--- src/rtl/matmul_pkg.sv ---
// Shared types and helpers for the matrix-multiply unit.
// Define MATMUL_SAT_EN to make element reduction clamp instead of wrap.
package matmul_pkg;

    typedef enum logic [1:0] {
        ST_IDLE  = 2'd0,
        ST_CALC  = 2'd1,
        ST_STORE = 2'd2
    } state_t;

    localparam int MAX_DW    = 16;
    localparam int MAX_ACC_W = 40;

`ifdef MATMUL_SAT_EN
    localparam bit SAT_EN = 1'b1;
`else
    localparam bit SAT_EN = 1'b0;
`endif

    typedef struct packed {
        logic              clip;
        logic [MAX_DW-1:0] val;
    } red_t;

    // Accumulator width that can hold N full-scale products without overflow.
    function automatic int acc_w_f(input int data_w, input int n);
        return 2 * data_w + $clog2(n);
    endfunction

    // Reduce a sign/zero-extended accumulator to data_w bits (clamp or wrap).
    function automatic red_t reduce_f(input logic signed [MAX_ACC_W-1:0] acc,
                                      input int data_w,
                                      input logic is_signed);
        logic signed [MAX_ACC_W-1:0] hi;
        logic signed [MAX_ACC_W-1:0] lo;
        logic [MAX_DW-1:0]           mask;
        red_t                        r;
        mask = MAX_DW'((32'd1 << data_w) - 32'd1);
        if (is_signed) begin
            hi = (40'sd1 <<< (data_w - 1)) - 40'sd1;
            lo = -(40'sd1 <<< (data_w - 1));
        end else begin
            hi = (40'sd1 <<< data_w) - 40'sd1;
            lo = '0;
        end
        r.clip = 1'b0;
        r.val  = acc[MAX_DW-1:0] & mask;
        if (SAT_EN) begin
            if (acc > hi) begin
                r.clip = 1'b1;
                r.val  = hi[MAX_DW-1:0] & mask;
            end else if (acc < lo) begin
                r.clip = 1'b1;
                r.val  = lo[MAX_DW-1:0] & mask;
            end
        end
        return r;
    endfunction

endpackage

--- src/rtl/matmul_param_unit_mac.sv ---
// Multiply-accumulate datapath: one product per enabled cycle, reduced output
// and accumulator clear on the last term of a dot product.
module matmul_mac
    import matmul_pkg::*;
#(
    parameter int DATA_W = 4,
    parameter int N      = 4
) (
    input  logic              clk,
    input  logic              rst,
    input  logic              en,
    input  logic              last,
    input  logic              signed_mode,
    input  logic [DATA_W-1:0] a_i,
    input  logic [DATA_W-1:0] b_i,
    output logic [DATA_W-1:0] elem_o,
    output logic              clip_o
);

    localparam int ACC_W = acc_w_f(DATA_W, N);

    logic [ACC_W-1:0]            acc_q, acc_d;
    logic [ACC_W-1:0]            a_ext, b_ext, prod, sum;
    logic signed [MAX_ACC_W-1:0] sum_ext;
    red_t                        red;

    always_comb begin
        // Low ACC_W bits of the product are correct for both signed and unsigned operands.
        a_ext   = {{(ACC_W-DATA_W){signed_mode & a_i[DATA_W-1]}}, a_i};
        b_ext   = {{(ACC_W-DATA_W){signed_mode & b_i[DATA_W-1]}}, b_i};
        prod    = a_ext * b_ext;
        sum     = acc_q + prod;
        sum_ext = {{(MAX_ACC_W-ACC_W){signed_mode & sum[ACC_W-1]}}, sum};
        red     = reduce_f(sum_ext, DATA_W, signed_mode);
        acc_d   = acc_q;
        if (en) begin
            acc_d = last ? '0 : sum;
        end
    end

    always_ff @(posedge clk) begin
        if (rst) begin
            acc_q <= '0;
        end else begin
            acc_q <= acc_d;
        end
    end

    assign elem_o = red.val[DATA_W-1:0];
    assign clip_o = red.clip;

endmodule

--- src/rtl/matmul_param_unit.sv ---
// Sequential N x N matrix multiplier, one MAC per cycle; result registered on STORE.
// Define MATMUL_SAT_EN to clamp elements and report clipping on sat_flag.
//
// state    | meaning
// ST_IDLE  | waiting for start; operands captured on the start edge
// ST_CALC  | N^3 MAC cycles over i (row), j (column), k (inner)
// ST_STORE | copy elements to result, pulse done
module matmul_param_unit
    import matmul_pkg::*;
#(
    parameter int DATA_W = 4,
    parameter int N      = 4
) (
    input  logic                       clk,
    input  logic                       rst,
    input  logic                       start,
    input  logic                       signed_mode,
    input  logic [N*N*DATA_W-1:0]      mat_a,
    input  logic [N*N*DATA_W-1:0]      mat_b,
    output logic [N*N*DATA_W-1:0]      result,
    output logic                       busy,
    output logic                       done,
    output logic                       sat_flag
);

    localparam int CW = $clog2(N);
    localparam int IW = $clog2(N*N);

    state_t state_q, state_d;

    logic [N*N-1:0][DATA_W-1:0] a_q, b_q, elem_q, result_q;
    logic                       sm_q;
    logic [CW-1:0]              i_q, j_q, k_q;
    logic                       clip_acc_q, sat_q, done_q;

    logic          capture, calc, store;
    logic          i_last, j_last, k_last;
    logic [IW-1:0] a_idx, b_idx, w_idx;
    logic [DATA_W-1:0] mac_elem;
    logic          mac_clip;

    assign i_last = (i_q == CW'(N-1));
    assign j_last = (j_q == CW'(N-1));
    assign k_last = (k_q == CW'(N-1));

    always_comb begin
        state_d = state_q;
        capture = 1'b0;
        calc    = 1'b0;
        store   = 1'b0;
        case (state_q)
            ST_IDLE: begin
                if (start) begin
                    capture = 1'b1;
                    state_d = ST_CALC;
                end
            end
            ST_CALC: begin
                calc = 1'b1;
                if (i_last && j_last && k_last) begin
                    state_d = ST_STORE;
                end
            end
            ST_STORE: begin
                store   = 1'b1;
                state_d = ST_IDLE;
            end
            default: state_d = ST_IDLE;
        endcase
    end

    always_ff @(posedge clk) begin
        if (rst) begin
            state_q <= ST_IDLE;
        end else begin
            state_q <= state_d;
        end
    end

    always_comb begin
        a_idx = IW'(int'(i_q) * N + int'(k_q));
        b_idx = IW'(int'(k_q) * N + int'(j_q));
        w_idx = IW'(int'(i_q) * N + int'(j_q));
    end

    matmul_mac #(
        .DATA_W(DATA_W),
        .N     (N)
    ) u_mac (
        .clk        (clk),
        .rst        (rst),
        .en         (calc),
        .last       (k_last),
        .signed_mode(sm_q),
        .a_i        (a_q[a_idx]),
        .b_i        (b_q[b_idx]),
        .elem_o     (mac_elem),
        .clip_o     (mac_clip)
    );

    always_ff @(posedge clk) begin
        if (rst) begin
            a_q        <= '0;
            b_q        <= '0;
            sm_q       <= 1'b0;
            i_q        <= '0;
            j_q        <= '0;
            k_q        <= '0;
            elem_q     <= '0;
            clip_acc_q <= 1'b0;
            result_q   <= '0;
            sat_q      <= 1'b0;
            done_q     <= 1'b0;
        end else begin
            done_q <= store;
            if (capture) begin
                a_q        <= mat_a;
                b_q        <= mat_b;
                sm_q       <= signed_mode;
                clip_acc_q <= 1'b0;
            end
            if (calc) begin
                k_q <= k_last ? '0 : k_q + 1'b1;
                if (k_last) begin
                    j_q <= j_last ? '0 : j_q + 1'b1;
                    if (j_last) begin
                        i_q <= i_last ? '0 : i_q + 1'b1;
                    end
                    elem_q[w_idx] <= mac_elem;
                    clip_acc_q    <= clip_acc_q | mac_clip;
                end
            end
            if (store) begin
                result_q <= elem_q;
                sat_q    <= clip_acc_q;
            end
        end
    end

    assign result   = result_q;
    assign busy     = (state_q != ST_IDLE);
    assign done     = done_q;
    assign sat_flag = sat_q;

endmodule

--- config.mk ---
export PLATFORM = sky130hd
export DESIGN_NAME = matmul_param_unit
export DESIGN_NICKNAME = d
export VERILOG_FILES = /design/src/rtl/matmul_pkg.sv /design/src/rtl/matmul_param_unit_mac.sv /design/src/rtl/matmul_param_unit.sv
export SDC_FILE = /design/constraint.sdc
export NUM_CORES = 1
export LEC_CHECK = 0
export ABC_CLOCK_PERIOD_IN_PS = 5650
export BUFFER_PORTS_ARGS = -buffer_cell sky130_fd_sc_hd__clkbuf_2
export CAP_MARGIN = 20
export CORE_ASPECT_RATIO = 1.75
export CORE_UTILIZATION = 40
export CTS_BUF_LIST = sky130_fd_sc_hd__clkbuf_16
export DETAILED_ROUTE_END_ITERATION = 8
export GPL_TIMING_DRIVEN = 0
export PLACE_DENSITY = 0.7
export SLEW_MARGIN = 20
export SYNTH_ARGS = -nofsm -noshare
export SYNTH_HDL_FRONTEND = slang
export SYNTH_SLANG_ARGS = --single-unit
--- constraint.sdc ---
create_clock -name clk -period 5.65 [get_ports clk]
set_input_delay 0.565 -clock clk [delete_from_list [all_inputs] [get_ports clk]]
set_output_delay 0.565 -clock clk [all_outputs]
set_load 0.02 [all_outputs]
Word level (Yosys, flattened, before mapping). Index checks and enable logic that the tools add are counted.

Register bits: 278. Output and inout port bits: 67.

$add $sub $neg: 7. Multiply operators: 1. Magnitude comparators: 4. Eq/ne operators: 8. Mux-type cells: 21. Bitwise operators: 2. Reduce and logical (&&, ||, !) cells: 8.

Operators with widths (number): $bwmux 64 (1); $bmux 4 s4 (2); $demux 4 s4 (1); $lt 4x5->1 const B (3); $add 4x2->4 (3); $mux 4 (3); $add 10x10->10 (1); $mul 5x5->10 (1); $mux 10 (1); $mux 2 (5); $eq 2x2->1 const B (4); $mux 1 (7); $add 2x1->2 const B (3); $ne 2x2->1 const B (3); $ge 4x1->1 const B (1); $pmux 2 s2 (1); $reduce_and 2->1 (2); $logic_and 1x1->1 (3); $reduce_and 3->1 (1); $and 1x1->1 (2); $eq 2x1->1 const B (1); $logic_not 2->1 (1); $reduce_bool 2->1 (1).

Depth between registers and ports, before layout. Gate-level depths: netlist of run 1.

Word-level depth: 7. Depth in mapped cells: 17. Mapped depth without buffers: 14.

By module. Synthesis of run 1 repeated with hierarchy kept, for this count alone.

Cell total of the unflattened synthesis: 1334. Area total of the unflattened synthesis: 11134.4 um^2.

By module, submodules not included: matmul_param_unit (times used 1, cells an instance 1289, area an instance 10726.5 um^2, seq. area each 5365.1 um^2); matmul_mac (times used 1, cells an instance 45, area an instance 407.9 um^2, seq. area each 80.1 um^2).

Worst setup path before layout of run 1. Ideal clock, no wire load.

Kind: reg-to-reg. From: register k_q[0]. To: register elem_q[3] (netlist name). Library setup time: 124 ps. Data arrival time: 4262 ps. Required time: 5526 ps. Slack: 1264 ps. Stages on the path, launching flop included: 17. Buffers on the path: 3. Path through: dfxtp_1 buf_4 buf_2 mux4_2 mux4_2 and2_1 fa_1 ha_1 ha_1 ha_1 xor2_1 xnor2_1 xnor2_1 xnor2_1 clkbuf_1 nand2b_1 o211ai_2.

Cells in the longest elaborated chain, start to end: 6.

Ends and longest elaborated chain: start: declaration (RTL line matmul_param_unit.sv:33) `logic [CW-1:0] i_q, j_q, k_q;`; start signal: assignment (RTL line matmul_param_unit.sv:123) `k_q <= k_last ? '0 : k_q + 1'b1;`; $add 4x2->4 (on tied branches) (RTL line matmul_param_unit.sv:81, matmul_param_unit.sv:82); $bmux 4 s4 (on tied branches) (RTL line matmul_param_unit.sv:95, matmul_param_unit.sv:96); $mux 4 (on tied branches) (RTL line matmul_param_unit.sv:95, matmul_param_unit.sv:96); $mul 5x5->10 (RTL line matmul_param_unit_mac.sv:31) `prod = a_ext * b_ext;`; $add 10x10->10 (RTL line matmul_param_unit_mac.sv:32) `sum = acc_q + prod;`; $bwmux 64 (RTL line matmul_param_unit.sv:129) `elem_q[w_idx] <= mac_elem;`; end signal: indexed assignment (RTL line matmul_param_unit.sv:129); end: declaration (RTL line matmul_param_unit.sv:31) `logic [N*N-1:0][DATA_W-1:0] a_q, b_q, elem_q, result_q;`.

Several ways; a longest one is shown, not always the timed one. The select of a mux whose other input is x is not followed. A chain may end at the register's enable or synchronous reset.

Worst setup path after layout of run 1.
From: register k_q[1]. To: register elem_q[7] (netlist name).

The elaborated chain is that of the path after synthesis.

==> results of run 1 <==
[placed cells by master, fill, tap and decap left out, types with 2 or more instances in the layout]
cell type / instances
sky130_fd_sc_hd__nand2_1: 404
sky130_fd_sc_hd__dfxtp_1: 269
sky130_fd_sc_hd__a21oi_1: 204
sky130_fd_sc_hd__clkbuf_2: 196
sky130_fd_sc_hd__clkbuf_1: 79
sky130_fd_sc_hd__nor2_1: 71
sky130_fd_sc_hd__mux2i_1: 47
sky130_fd_sc_hd__mux4_2: 35
sky130_fd_sc_hd__clkbuf_16: 25
sky130_fd_sc_hd__nand3_1: 24
sky130_fd_sc_hd__nand3b_1: 20
sky130_fd_sc_hd__nand2b_1: 19
sky130_fd_sc_hd__nand4_1: 17
sky130_fd_sc_hd__ha_1: 14
sky130_fd_sc_hd__inv_1: 11
sky130_fd_sc_hd__buf_1: 11
sky130_fd_sc_hd__o211ai_2: 10
sky130_fd_sc_hd__nor2b_1: 9
sky130_fd_sc_hd__and2_1: 7
sky130_fd_sc_hd__o211ai_1: 7
sky130_fd_sc_hd__xnor2_1: 5
sky130_fd_sc_hd__buf_6: 4
sky130_fd_sc_hd__buf_2: 4
sky130_fd_sc_hd__a22oi_1: 4
sky130_fd_sc_hd__clkinv_1: 4
sky130_fd_sc_hd__buf_4: 3
sky130_fd_sc_hd__nor3_1: 3
sky130_fd_sc_hd__bufinv_16: 3
sky130_fd_sc_hd__clkinv_2: 3
sky130_fd_sc_hd__fa_1: 2
[worst min path at each step]
stage | from | end | slack [ns] | cells after the start
4_1_cts | mat_a[42] | a_q[42]$_SDFFE_PP0P_ | 0.24 | 3
3_5_place_dp | b_q[10]$_SDFFE_PP0P_ | b_q[10]$_SDFFE_PP0P_ | 0.44 | 2
6_report | mat_a[10] | a_q[10]$_SDFFE_PP0P_ | 0.26 | 3
3_3_place_gp | b_q[20]$_SDFFE_PP0P_ | b_q[20]$_SDFFE_PP0P_ | 0.44 | 2
5_1_grt | mat_b[42] | b_q[42]$_SDFFE_PP0P_ | 0.26 | 3
2_1_floorplan | elem_q[0]$_SDFFE_PP0P_ | result[0]$_SDFFE_PP0P_ | 0.43 | 2
[metal layers]
layer / track usage (%) / share of wire [%]
met2: 42.08 / 55
met4: 11.12 / 4.9
met1: 22.50 / 37
met5: 0 / 0
met3: 2.389 / 3.3
[per-stage QoR]
stage	total power [mW]	hold slack, ns	util, %
6_report	3.949	0.2553	48.69
5_1_grt	4.090	0.2577	48.69
4_1_cts	3.980	0.2371	48.68
3_5_place_dp	2.352	0.4436	45.84
3_3_place_gp	2.343	0.4380	45.84
2_1_floorplan	2.219	0.4316	-
[power groups by stage]
stage	Combinational, mW	Clock (mW)	Sequential (mW)
2_1_floorplan	0.204	0	2.01
3_3_place_gp	0.322	0	2.02
3_5_place_dp	0.327	0	2.02
4_1_cts	0.329	1.67	1.98
5_1_grt	0.360	1.74	1.99
6_report	0.327	1.64	1.98
[kinds of logic (layout without fill, tap and decap cells)]
family | Yosys count | count (layout) | synth area share, %
simple gates | 577 | 577 | 21.85
flops | 269 | 269 | 48.79
compound gates | 228 | 228 | 11.34
buf+inv | 107 | 344 | 4.058
mux | 83 | 83 | 11.51
fa+ha+maj | 16 | 16 | 1.950
xor+xnor | 6 | 6 | 0.4761
other cells | 1 | 2 | 0.03397
[worst min-delay path: cells and delay by family]
kind            cells  cell delay [ns]
buf+inv             1             0.08
compound gates      1             0.05
simple gates        1             0.04
[sequential cells by signal, summed over array words and instances (netlist names), 4 cells and up]
name / count
a_q: 64
b_q: 64
elem_q: 64
result: 64
u_mac.acc_q: 4
[layout make-up]
class / instances / area [um2] / share of cell area [%]
flip-flops and latches: 269 / 5385 / 40.63
multi-input cells: 911 / 5205 / 39.27
repair buffers: 196 / 980.9 / 7.400
clock buffers: 25 / 625.6 / 4.720
well taps: 369 / 461.7 / 3.483
plain buffers: 101 / 425.4 / 3.209
clock inverters: 16 / 146.4 / 1.104
inverters: 6 / 22.52 / 0.1699
diodes: 1 / 2.502 / 0.01888
==> results.txt, run 1 <==
* Area after DPL: 12480 um2
- Antenna-violating nets left: 0
- Timing would allow up to 0.1892 GHz.
- Vias after detailed routing: 9560
- The setup check on the worst reg-to-reg path leaves a slack of 0.36 ns.
* DR pass1 iterations: 5
- Global routing finished with a remaining overflow of 0.
* Number of endpoints with negative hold slack in the final report: 0
- The initial antenna violation count was 1.
* H-tree level count: 1
- Counting flops with a built-in enable in the synthesized netlist gives 0.
- A synthesized cell averages 8.577 um2.
* Clock-pin slew on the worst setup and hold paths: 0.07 ns
- Following the worst setup path forward leads to its endpoint at elem_q[7]$_SDFFE_PP0P_.
- The most used flip-flop cell after synthesis is sky130_fd_sc_hd__dfxtp_1.
* Iteration-0 DRC count of the detailed router: 471
- Reg2Reg Launch Point: k_q[1]$_SDFFE_PP0P_
- Clock power share: 41.5%
- Of all flip-flops after synthesis, the portion carrying an async set or reset was 0%.
- Post-CTS Hold Fix Bufs: 0
* Worst path top cell family by delay: buffers and inverters
- In the synthesized netlist, the cells that appear most often are sky130_fd_sc_hd__nand2_1, sky130_fd_sc_hd__dfxtp_1, sky130_fd_sc_hd__a21oi_1.
- The internal power of the cells totals 3.016 mW.
* Vias in the first global route: 9312
- Final Setup Violations: 0
- Using the TritonRoute via totals, the vias-per-cell ratio works out to 5.048.
- Compared with the post-synthesis result, the final layout area differs by 20.09%.
- The share of total power dissipated in combinational logic is 8.3%.
* Maximum VDD drop: 226.0 uV
* Biggest area contributors in the synthesized netlist: sky130_fd_sc_hd__dfxtp_1, sky130_fd_sc_hd__nand2_1, sky130_fd_sc_hd__a21oi_1, sky130_fd_sc_hd__mux4_2, sky130_fd_sc_hd__mux2i_1
- CP peak stage delay: 0.61 ns
* Routed len/inst: 16.12 um
- Number of placement rows: 80
* Number of buffer cells added on primary ports: 196
* FF-to-FF path depth: 16
* Switch Pwr: 932.8 uW
* Most numerous cell in the Yosys netlist: sky130_fd_sc_hd__nand2_1
* Number of clock sinks: 269
* Cell Pwr Density: 297.9 nW/um2
- The biggest area contributor in the post-synthesis netlist is sky130_fd_sc_hd__dfxtp_1.
- Buffers added to address setup during post-CTS repair amount to 0.
- Data arrival at the endpoint of the critical path: 5.70 ns
- Fin cells: 1894
- Number of placed instances, taps included: 1852
* Die outline area: 28290 um2
- On the final layout, the worst clock skew is 0.008495 ns.
- The finished cells cover 13260 um2.
- Post-synth top area share: 48.79%
- First-pass GRT wire length: 47660 um
* Number of max-slew violations in the final report: 0
* Max stage delay cell, worst path: sky130_fd_sc_hd__buf_1
- The longest clock path from root to sink contains 3 buffers.
- After technology mapping, the gate count stands at 1287.
* Total negative setup slack: 0 ns
- For the finished layout, the period the worst path requires is 5.286 ns.
- Post-Syn Area: 11040 um2
- PnR worst setup slack: 0.3642 ns
- Post-placement setup slack: 0.4260 ns
- Sequential elements use 48.79% of the synthesized area.
* Starting Density: 40.54%
* Total of flip-flops plus latches after synthesis: 269
* Worst Path Required: 6.06 ns
* Max Fanout on Critical Path: 10
* Proportion of layout cells with a drive suffix above 1: 18.77%
- The path class of the tightest hold or removal check is primary input to register.
* P_leak: 5.487 nW
- Yosys printed 0 warnings.
- Global routing used 21.74% of the available tracks across all layers.
- Final wirelength: 30530 um
- Switching power as a share of total power: 23.62%
- STA classifies the critical path startpoint as a register.
- Count of instances resized after the clock tree is built: 0
- From bottom edge to top edge, the die measures 221.8 um.
* DRC violation count after routing: 0
- In this run the count of I/O pins placed on the die edge is 199.
- Clock latency on the worst-skew pair, taken at its later pin, is 0.53 ns.
- Number of maximum-capacitance constraint violations: 0
- The final critical path takes up 93.55% of the cycle.
* Critical path depth in cells: 16
* Worst setup path class: register to register
- In this run the clock root is driven by a sky130_fd_sc_hd__clkbuf_16.
- In the final design database the tool counted 1658 nets.
- Chip width: 127.6 um
- R2r endpoint: elem_q[7]$_SDFFE_PP0P_
- In this run the standard cell core region covers 27230 um2.
- Fillcell total: 2729
* Number of clock buffers inserted by TritonCTS: 25
- Clock tree from TritonCTS: yes
- Setup repair after global routing missed its margin: no
* Sort of element at the end of the critical path: register
* Transition at the pin with the smallest max-transition slack: 0.7581 ns
* Result of the run: completed
- Launch point of the worst path: k_q[1]$_SDFFE_PP0P_
- Remaining max-slew budget at the tightest pin: 49.46%
- Largest net degree at the start of global routing: 16
- Traced cell by cell, the critical path runs through buf_2, buf_1, mux4_2, mux4_2, and2_1, fa_1, ha_1, ha_1, ha_1, xor2_1, xnor2_1, xnor2_1, xnor2_1, clkbuf_1, nand2b_1, o211ai_2.
* Sequential share of power: 50.2%
* Number of buffer and inverter stages on the critical path: 3
- Net count of the mapped netlist: 1435
- HPWL after detailed placement: 23500 um
* Count of unique library cells instantiated by Yosys: 34
- The congestion estimate from routability-driven global placement came to 0.8302.
No activity file was read; power rests on OpenSTA's default activity.
==> run 2, diff against run 1 <==
- ABC_AREA: unset -> 1
- PLACE_DENSITY: 0.7 -> 0.71
==> run 2 against run 1 <==
Compared with the run above:
- global-route usage up 2.7 points
- cell count increased by 5.9%
- cell area shrank 0.80%
- clock power grew 9%
- first-iteration DRC count is 1.7% higher
- wire length grew 11%
- area after synthesis fell by 1.2%
- non-clock buffer count down 1
- highest routed layer unchanged
- largest power group unchanged
- power grew 10%
==> results.txt, run 2 <==
- The global router's overall resource usage was 24.40% (+2.7 points).
* Syn Area/Cell: 7.559 um2 (-12%)
* GR Util met1: 25.76% (+3.3 points)
* Synth-to-layout area growth: 20.63%
- Post-synthesis cell type with the largest combined area: sky130_fd_sc_hd__dfxtp_1
- Synth top cells by count: sky130_fd_sc_hd__nor2_1, sky130_fd_sc_hd__o21ai_0, sky130_fd_sc_hd__dfxtp_1
* Post-Route Utilization: 49.27% (+0.58 points)
- Number of placement rows: 79 (-1.3%)
* First-pass GRT wire length: 52850 um (+11%)
* Net count of the mapped netlist: 1590 (+11%)
- Cell Pwr Density: 331.5 nW/um2 (+11%)
- The routed wire length per instance is 16.89 um (+4.8%).
- Number of buffer cells added on primary ports: 196 (unchanged)
- Post-synth EDFFs: 0 (unchanged)
- STA classifies the critical path startpoint as a register.
* Setup repair after global routing missed its margin: no
- The worst voltage drop across the vdd grid came to 252.0 uV (+11%).
- Highest achievable clock rate: 0.2423 GHz (+28%)
* Largest net degree at the start of global routing: 16 (unchanged)
- Worst setup path class: register to register
- The initial core utilization came to 40.84% (+0.30 points).
* Initial antenna violation count: 0 (-1)
- The sequential element share of the synthesized area came to 49.40% (+0.62 points).
- Post-Synthesis Cells: 1442 (+12%)
* Setup repair bufs after CTS: 0 (unchanged)
- Number of endpoints with negative hold slack in the final report: 0 (unchanged)
- The final estimated routing congestion in global placement is 0.8604 (+3.6%).
- Number of maximum-capacitance constraint violations: 0 (unchanged)
- TritonCTS built the clock tree.
- The antenna diode instance count came to 0 (-1).
- The via count of the first global-routing pass came to 10.19k (+9.4%).
* Remaining max-slew budget at the tightest pin: 40.95% (-8.5 points)
- The biggest fanout along the worst timing path came to 10 (unchanged).
* Data arrival at the endpoint of the critical path: 4.52 ns (-1.18 ns)
- Antenna-violating nets left: 0 (unchanged)
* Area of the core: 26690 um2 (-2.0%)
- Met3 track demand over resource: 2.128% (-0.26 points)
- Vias after detailed routing: 10.40k (+8.8%)
- Iteration-0 DRC count of the detailed router: 479 (+1.7%)
* Clock skew: 0.01873 ns (+0.01023 ns)
- The cell area after synthesis is 10900 um2 (-1.2%).
- The clock latency reported for the late side of the worst-skew pair came to 0.52 ns (about the same).
* FF-to-FF path depth: 23 (+7)
- Count of instances resized after the clock tree is built: 0 (unchanged)
- The post-synthesis async set-or-reset flop share was 0% (unchanged).
- Clock tree buffer depth: 3 (unchanged)
- Clock tree synthesis selected as its root buffer the cell sky130_fd_sc_hd__clkbuf_16.
* Yosys synthesis warning count: 0 (unchanged)
- The detailed placer's ending HPWL came to 25880 um (+10%).
- P_leak: 5.634 nW (+2.7%)
- Transition at the pin with the smallest max-transition slack: 0.8858 ns (+0.1277 ns)
- Most frequent cells in the layout: sky130_fd_sc_hd__nor2_1, sky130_fd_sc_hd__o21ai_0, sky130_fd_sc_hd__dfxtp_1
* Worst Path Required: 6.04 ns (-0.02 ns)
- Chip width: 126.8 um (-0.62%)
* Remaining global-route overflow: 0 (unchanged)
* Die height: 220.4 um (-0.62%)
* Post-CTS Hold Fix Bufs: 0 (unchanged)
- The total I/O pin count came to 199 (unchanged).
- Number of max-slew violations in the final report: 0 (unchanged)
* Per-cell via count in the routed design: 5.183 (+2.7%)
* Final period utilization: 73.05% (-21 points)
* Result of the run: completed
- The area fraction of the dominant cell type after synthesis is 49.40% (+0.62 points).
- Final wirelength: 33880 um (+11%)
* Number of clock sinks: 269 (unchanged)
- The net count reported at finish came to 1813 (+9.3%).
- The library cell used most frequently in the layout, excluding fill and tap cells, is sky130_fd_sc_hd__nor2_1.
- Total of flip-flops plus latches after synthesis: 269 (unchanged)
* Count of unique library cells instantiated by Yosys: 32 (-5.9%)
- The total negative slack for setup checks is 0 ns (unchanged).
- Main synth FF type: sky130_fd_sc_hd__dfxtp_1
* Class of the tightest hold or removal check: primary input to register
- Hold Crit Depth: 3 (unchanged)
- The die area came to 27940 um2 (-1.2%).
- The iteration count of the initial detailed-routing pass came to 5 (unchanged).
* DRC violation count after routing: 0 (unchanged)
- The clock period minus final worst setup slack came to 4.128 ns (-1.158 ns).
* Sort of element at the end of the critical path: register
- Peak-usage layer in the global routing report: met2
- Clock-pin slew on the worst setup and hold paths: 0.06 ns (about the same)
* Biggest area contributors in the synthesized netlist: sky130_fd_sc_hd__dfxtp_1, sky130_fd_sc_hd__o21ai_0, sky130_fd_sc_hd__nor2_1, sky130_fd_sc_hd__a21oi_1, sky130_fd_sc_hd__nand2_1
- In the post-synthesis netlist, the cell with the most instances is sky130_fd_sc_hd__nor2_1.
- Met2 GRT Util: 47.96% (+5.9 points)
* Final Setup Violations: 0 (unchanged)
- Proportion of layout cells with a drive suffix above 1: 17.90% (-0.87 points)
- The H-tree depth reported by CTS came to 1 (unchanged).
- Number of clock buffers inserted by TritonCTS: 25 (unchanged)
-- run 2: cell count changes in the layout (fill, tap and decap cells not counted), moves of 47 or more --
| cell | delta |
|---|---|
| sky130_fd_sc_hd__nand2_1 | -308 |
| sky130_fd_sc_hd__o21ai_0 | +279 |
| sky130_fd_sc_hd__nor2_1 | +240 |
| sky130_fd_sc_hd__inv_1 | +86 |
| sky130_fd_sc_hd__a21oi_1 | -72 |
| sky130_fd_sc_hd__mux2i_1 | -47 |
-- run 2: area by class of cell --
type,count,area (um2)
Sequential cell,269,5385
Tap cell,324,405.4
Fill cell,2702,13540
Clock inverter,19,236.5
Inverter,101,384.1
Clock buffer,25,625.6
Buffer,100,503.0
Timing Repair Buffer,196,980.9
Multi-Input combinational cell,972,4628
-- run 2: logic make-up (layout without fill, tap and decap cells) --
logic type | Yosys count | after routing | share of synthesized area, %
DFF | 269 | 269 | 49.40
buffers and inverters | 201 | 441 | 8.138
adders and majority gates | 16 | 16 | 1.974
xor gates and xnor gates | 4 | 4 | 0.3215
other | 1 | 1 | 0.03440
AOI/OAI and AO/OA | 454 | 454 | 21.60
and+or+nand+nor | 497 | 497 | 18.53
-- run 2: path summary, 6_finish.rpt --
path | startpoint | to | slack (ns)
max reg2reg | j_q[0]$_SDFFE_PP0P_ | elem_q[27]$_SDFFE_PP0P_ | 1.52
max | j_q[0]$_SDFFE_PP0P_ | elem_q[27]$_SDFFE_PP0P_ | 1.52
min | mat_a[9] | a_q[9]$_SDFFE_PP0P_ | 0.30
min reg2reg | a_q[21]$_SDFFE_PP0P_ | a_q[21]$_SDFFE_PP0P_ | 0.45
-- run 2: report_power, final --
part | switching, mW | leakage, nW | internal, mW | total, mW
Combinational | 0.378 | 2.99 | 0.187 | 0.565
Sequential | 0.0323 | 2.20 | 1.98 | 2.01
Clock | 0.709 | 0.447 | 1.08 | 1.78
Total | 1.12 | 5.63 | 3.24 | 4.36
-- run 2: per-stage QoR --
step                      power [mW]  hold slack, ns  worst slack [ns]  cells  cell area, um2
after floorplan                2.408          0.4245             2.131   1442           10900
after global placement         2.600          0.4377             1.653   1962           12290
after detailed placement       2.613          0.4449             1.521   1962           12290
after CTS                      4.378          0.2906             1.515   2006           13150
after global routing           4.513          0.3041             1.252   2006           13150
final                          4.359          0.3000             1.522   2006           13150
-- run 2: routing by layer --
metal  share of wire [%]  vias to the layer above
li1                    -                     5175
met1                  37                     4813
met2                  54                      332
met3                 4.8                       78
met4                 4.7                        0
met5                   0                        -
-- run 2: critical path, stage by stage (launching register included) --
cell and delay (ns):
sky130_fd_sc_hd__dfxtp_1 0.45, sky130_fd_sc_hd__buf_6 0.18, sky130_fd_sc_hd__buf_6 0.17, sky130_fd_sc_hd__nor2_1 0.05
sky130_fd_sc_hd__nor2_1 0.07, sky130_fd_sc_hd__o21ai_0 0.08, sky130_fd_sc_hd__nand3_1 0.10, sky130_fd_sc_hd__nand3_1 0.12
sky130_fd_sc_hd__nand2_1 0.17, sky130_fd_sc_hd__nand2_1 0.07, sky130_fd_sc_hd__inv_1 0.07, sky130_fd_sc_hd__fa_1 0.43
sky130_fd_sc_hd__ha_1 0.29, sky130_fd_sc_hd__ha_1 0.27, sky130_fd_sc_hd__ha_1 0.21, sky130_fd_sc_hd__xnor2_1 0.18
sky130_fd_sc_hd__xnor2_1 0.15, sky130_fd_sc_hd__xor2_1 0.25, sky130_fd_sc_hd__inv_1 0.08, sky130_fd_sc_hd__nand2_2 0.09
sky130_fd_sc_hd__nand3_2 0.11, sky130_fd_sc_hd__nand2_4 0.15, sky130_fd_sc_hd__buf_6 0.19, sky130_fd_sc_hd__a21oi_2 0.06
==> run 3, diff against run 2 <==
- ABC_AREA: 1 -> 0
- ABC_CLOCK_PERIOD_IN_PS: 5650 -> 3400
- PLACE_DENSITY: 0.71 -> 0.73
- clock period: 5.65 -> 3.4 ns (I/O delays scaled with it)
==> run 3 against run 2 <==
Compared with the run above:
- the flow now finishes with violations (negative setup slack)
- core utilization is 1.4 points higher
- register-to-register slack got worse by 2.4 ns
- power rose by 57%
- clock-buffer cell count stayed put
- combinational power is 9.0% higher
- non-clock buffer count is 22 higher
- critical path depth shrank 6
- sequential power increased by 64%
- setup slack worse by 2.4 ns
- cell area grew 4.9%
- cell count fell by 4.4%
- first-iteration DRC count shrank 7.3%
==> results.txt, run 3 (synthesis gave the netlist of run 1 again) <==
- Result of the run: finished, violations left
- The final reports fail on negative setup slack.
* Starting Density: 40.54% (-0.30 points)
- The static leakage is 5.771 nW (+2.4%).
* Nets: 1679 (-7.4%)
* Number of max-slew violations in the final report: 0 (unchanged)
- The number of cells traversed by the worst register-to-register path is 17 (-26%).
- Remaining max-slew budget at the tightest pin: 40.93% (about the same)
- The pin count of the biggest net entering global routing is 16 (unchanged).
- The area of the multi-input gates came to 5340 um2 (+15%).
* Hold Crit Depth: 3 (unchanged)
- The DRC violation total after the first TritonRoute iteration came to 444 (-7.3%).
- Vias after detailed routing: 9633 (-7.4%)
- GR Util met1: 21.68% (-4.1 points)
- Met3 track demand over resource: 2.679% (+0.55 points)
- Cell Pwr Density: 495.8 nW/um2 (+50%)
- The met2 track demand over resource in global routing is 42.90% (-5.1 points).
- Clock skew: 0.01775 ns (-0.0009793 ns)
- The clock group share of total power came to 42.8% (+1.9 points).
- The worst-case setup slack after placement is -1.463 ns (-2.984 ns).
* Combinational share of power: 9.0% (-4.0 points)
- The residual DRC count came to 0 (unchanged).
- Initial antenna violation count: 0 (unchanged)
* Class of the tightest hold or removal check: primary input to register
* Transition at the pin with the smallest max-transition slack: 0.8860 ns (+0.0002147 ns)
* Routability cong.: 0.8231 (-4.3%)
* Number of buffer cells added on primary ports: 196 (unchanged)
* Number of I/O pins: 199 (unchanged)
- Power after layout: 6.839 mW (+57%)
- TritonCTS built the clock tree.
- Routed len/inst: 16.35 um (-3.2%)
* Max Fanout on Critical Path: 7 (-3)
- The detailed placer's ending HPWL was 23410 um (-9.5%).
- The first-pass GRT wire length is 48550 um (-8.1%).
* Setup repair after global routing missed its margin: yes
* Final wirelength: 31330 um (-7.5%)
* Final Setup Violations: 33 (+33)
- Proportion of layout cells with a drive suffix above 1: 22.16% (+4.3 points)
- The average vias per placed instance came to 5.025 (-3.1%).
- The clock period minus final worst setup slack is 4.240 ns (+0.1127 ns).
* Worst setup path class: register to register
- The part of the total power dissipated in sequential elements is 48.2% (+2.1 points).
- Remaining global-route overflow: 0 (unchanged)
- From synthesis to final layout, the design area changed by 24.96%.
* Sort of element at the end of the critical path: register
* Number of clock sinks: 269 (unchanged)
* Vias in the first global route: 9609 (-5.7%)
* Skew-Pair Late Insertion Delay: 0.53 ns (about the same)
* Maximum VDD drop: 380.1 uV (+51%)
- PnR worst setup slack: -0.8402 ns (-2.363 ns)
- The portion of the clock cycle consumed by the worst path in the final layout was 124.7% (+52 points).
- The maximum root-to-sink buffer count came to 3 (unchanged).
* Worst hold slack after final layout: 0.03136 ns (-0.2686 ns)
* Number of clock buffers inserted by TritonCTS: 25 (unchanged)
* Number of placement rows: 80 (+1.3%)
- Cell at the root of the clock tree: sky130_fd_sc_hd__clkbuf_16
* Die outline area: 28290 um2 (+1.2%)
- The global router's overall resource usage came to 22.13% (-2.3 points).
* Critical path startpoint category: register
- Most frequent cells in the layout: sky130_fd_sc_hd__nand2_1, sky130_fd_sc_hd__dfxtp_1, sky130_fd_sc_hd__a21oi_1
- FF/Latch Area: 5388 um2 (about the same)
- The switching share of total power is 23.43% (-2.2 points).
- The iteration count of the initial detailed-routing pass came to 5 (unchanged).
* Leading cell type in the layout, fill and taps excluded: sky130_fd_sc_hd__nand2_1
* Antenna-violating nets left: 0 (unchanged)
- The antenna diode instance count was 0 (unchanged).
- The final hold violation count was 0 (unchanged).
* Peak-usage layer in the global routing report: met2
* Area of the core: 27230 um2 (+2.0%)
- Clock-pin slew on the worst setup and hold paths: 0.07 ns (about the same)
- The H-tree depth reported by CTS was 1 (unchanged).
* Number of maximum-capacitance constraint violations: 0 (unchanged)
- The floorplan die width is 127.6 um (+0.62%).
- The endpoint required time on the critical path came to 3.81 ns (-2.23 ns).
* Data arrival at the endpoint of the critical path: 4.65 ns (+0.13 ns)
- Die height: 221.8 um (+0.62%)
- Highest achievable clock rate: 0.2358 GHz (-2.7%)
* Internal power component: 5.237 mW (+62%)
* Switch Pwr: 1.602 mW (+43%)
* Fillcell total: 2617 (-3.1%)
run 3: cell types whose count changed in the layout (fill, tap and decap cells not counted), sizes merged, moves of 47 or more:
cell / before / now
mux2i: 0 / 47
nor2: 314 / 71
nand2: 110 / 404
inv: 109 / 14
a21oi: 144 / 204
o21ai: 302 / 1
nand3: 72 / 24
run 3: final timing paths:
| kind | start | slack, ns | to |
|---|---|---|---|
| max reg2reg | k_q[0]$_SDFFE_PP0P_ | -0.84 | elem_q[15]$_SDFFE_PP0P_ |
| max | k_q[0]$_SDFFE_PP0P_ | -0.84 | elem_q[15]$_SDFFE_PP0P_ |
| min | mat_a[46] | 0.03 | a_q[46]$_SDFFE_PP0P_ |
| min reg2reg | result[36]$_SDFFE_PP0P_ | 0.45 | result[36]$_SDFFE_PP0P_ |
run 3: cell type report:
type	instances	area share (%)
tap	369	3.347
buffer	99	3.991
clock buffer	25	4.536
sequential	269	39.06
clock inverter	19	1.606
timing repair buffer	219	8.581
multi-input combinational	911	38.72
inverter	6	0.1633
run 3: routing by layer:
layer / share of wire, % / up-vias
li1: - / 4794
met1: 35 / 4504
met2: 55 / 242
met3: 3.6 / 93
met4: 6.5 / 0
met5: 0 / -
run 3: worst max-delay path, stage by stage, from the launching register on:
cell	delay, ns
sky130_fd_sc_hd__dfxtp_2	0.36
sky130_fd_sc_hd__buf_12	0.13
sky130_fd_sc_hd__buf_12	0.11
sky130_fd_sc_hd__mux4_2	0.51
sky130_fd_sc_hd__mux4_2	0.50
sky130_fd_sc_hd__and2_4	0.16
sky130_fd_sc_hd__fa_1	0.49
sky130_fd_sc_hd__ha_4	0.30
sky130_fd_sc_hd__ha_4	0.20
sky130_fd_sc_hd__ha_4	0.16
sky130_fd_sc_hd__xor2_2	0.14
sky130_fd_sc_hd__xnor2_1	0.15
sky130_fd_sc_hd__xnor2_1	0.28
sky130_fd_sc_hd__xnor2_2	0.16
sky130_fd_sc_hd__buf_6	0.16
sky130_fd_sc_hd__clkbuf_4	0.16
sky130_fd_sc_hd__nand2b_1	0.11
sky130_fd_sc_hd__o211ai_2	0.07
run 3: power by group through the flow:
stage                     clock network [mW]  registers [mW]  logic [mW]
after CTS                               2.98            3.29       0.612
after detailed placement                   0            3.36       0.562
final                                   2.93            3.29       0.616
after global placement                     0            3.36       0.553
after global routing                    3.10            3.30       0.676
after floorplan                            0            3.35       0.355
run 3: repair_timing:
action                                  4_1_cts  5_1_grt
gates cloned                                  3        1
hold buffers                                  0        0
pin swaps                                     9       11
resized for setup                            34       11
endpoints found under the setup margin       51       54
setup buffers                                19        0
endpoints found under the hold margin         0        0
run 3: through the flow:
stage	TNS [ns]	util [%]	area (um2)	cells
finish	-15.31	50.66	13790	1917
global route	-19.52	50.66	13790	1917
CTS	-14.05	50.46	13740	1916
detailed placement	-40.98	46.22	12580	1852
global placement	-38.31	46.22	12580	1852
floorplan	-12.94	-	11140	1287
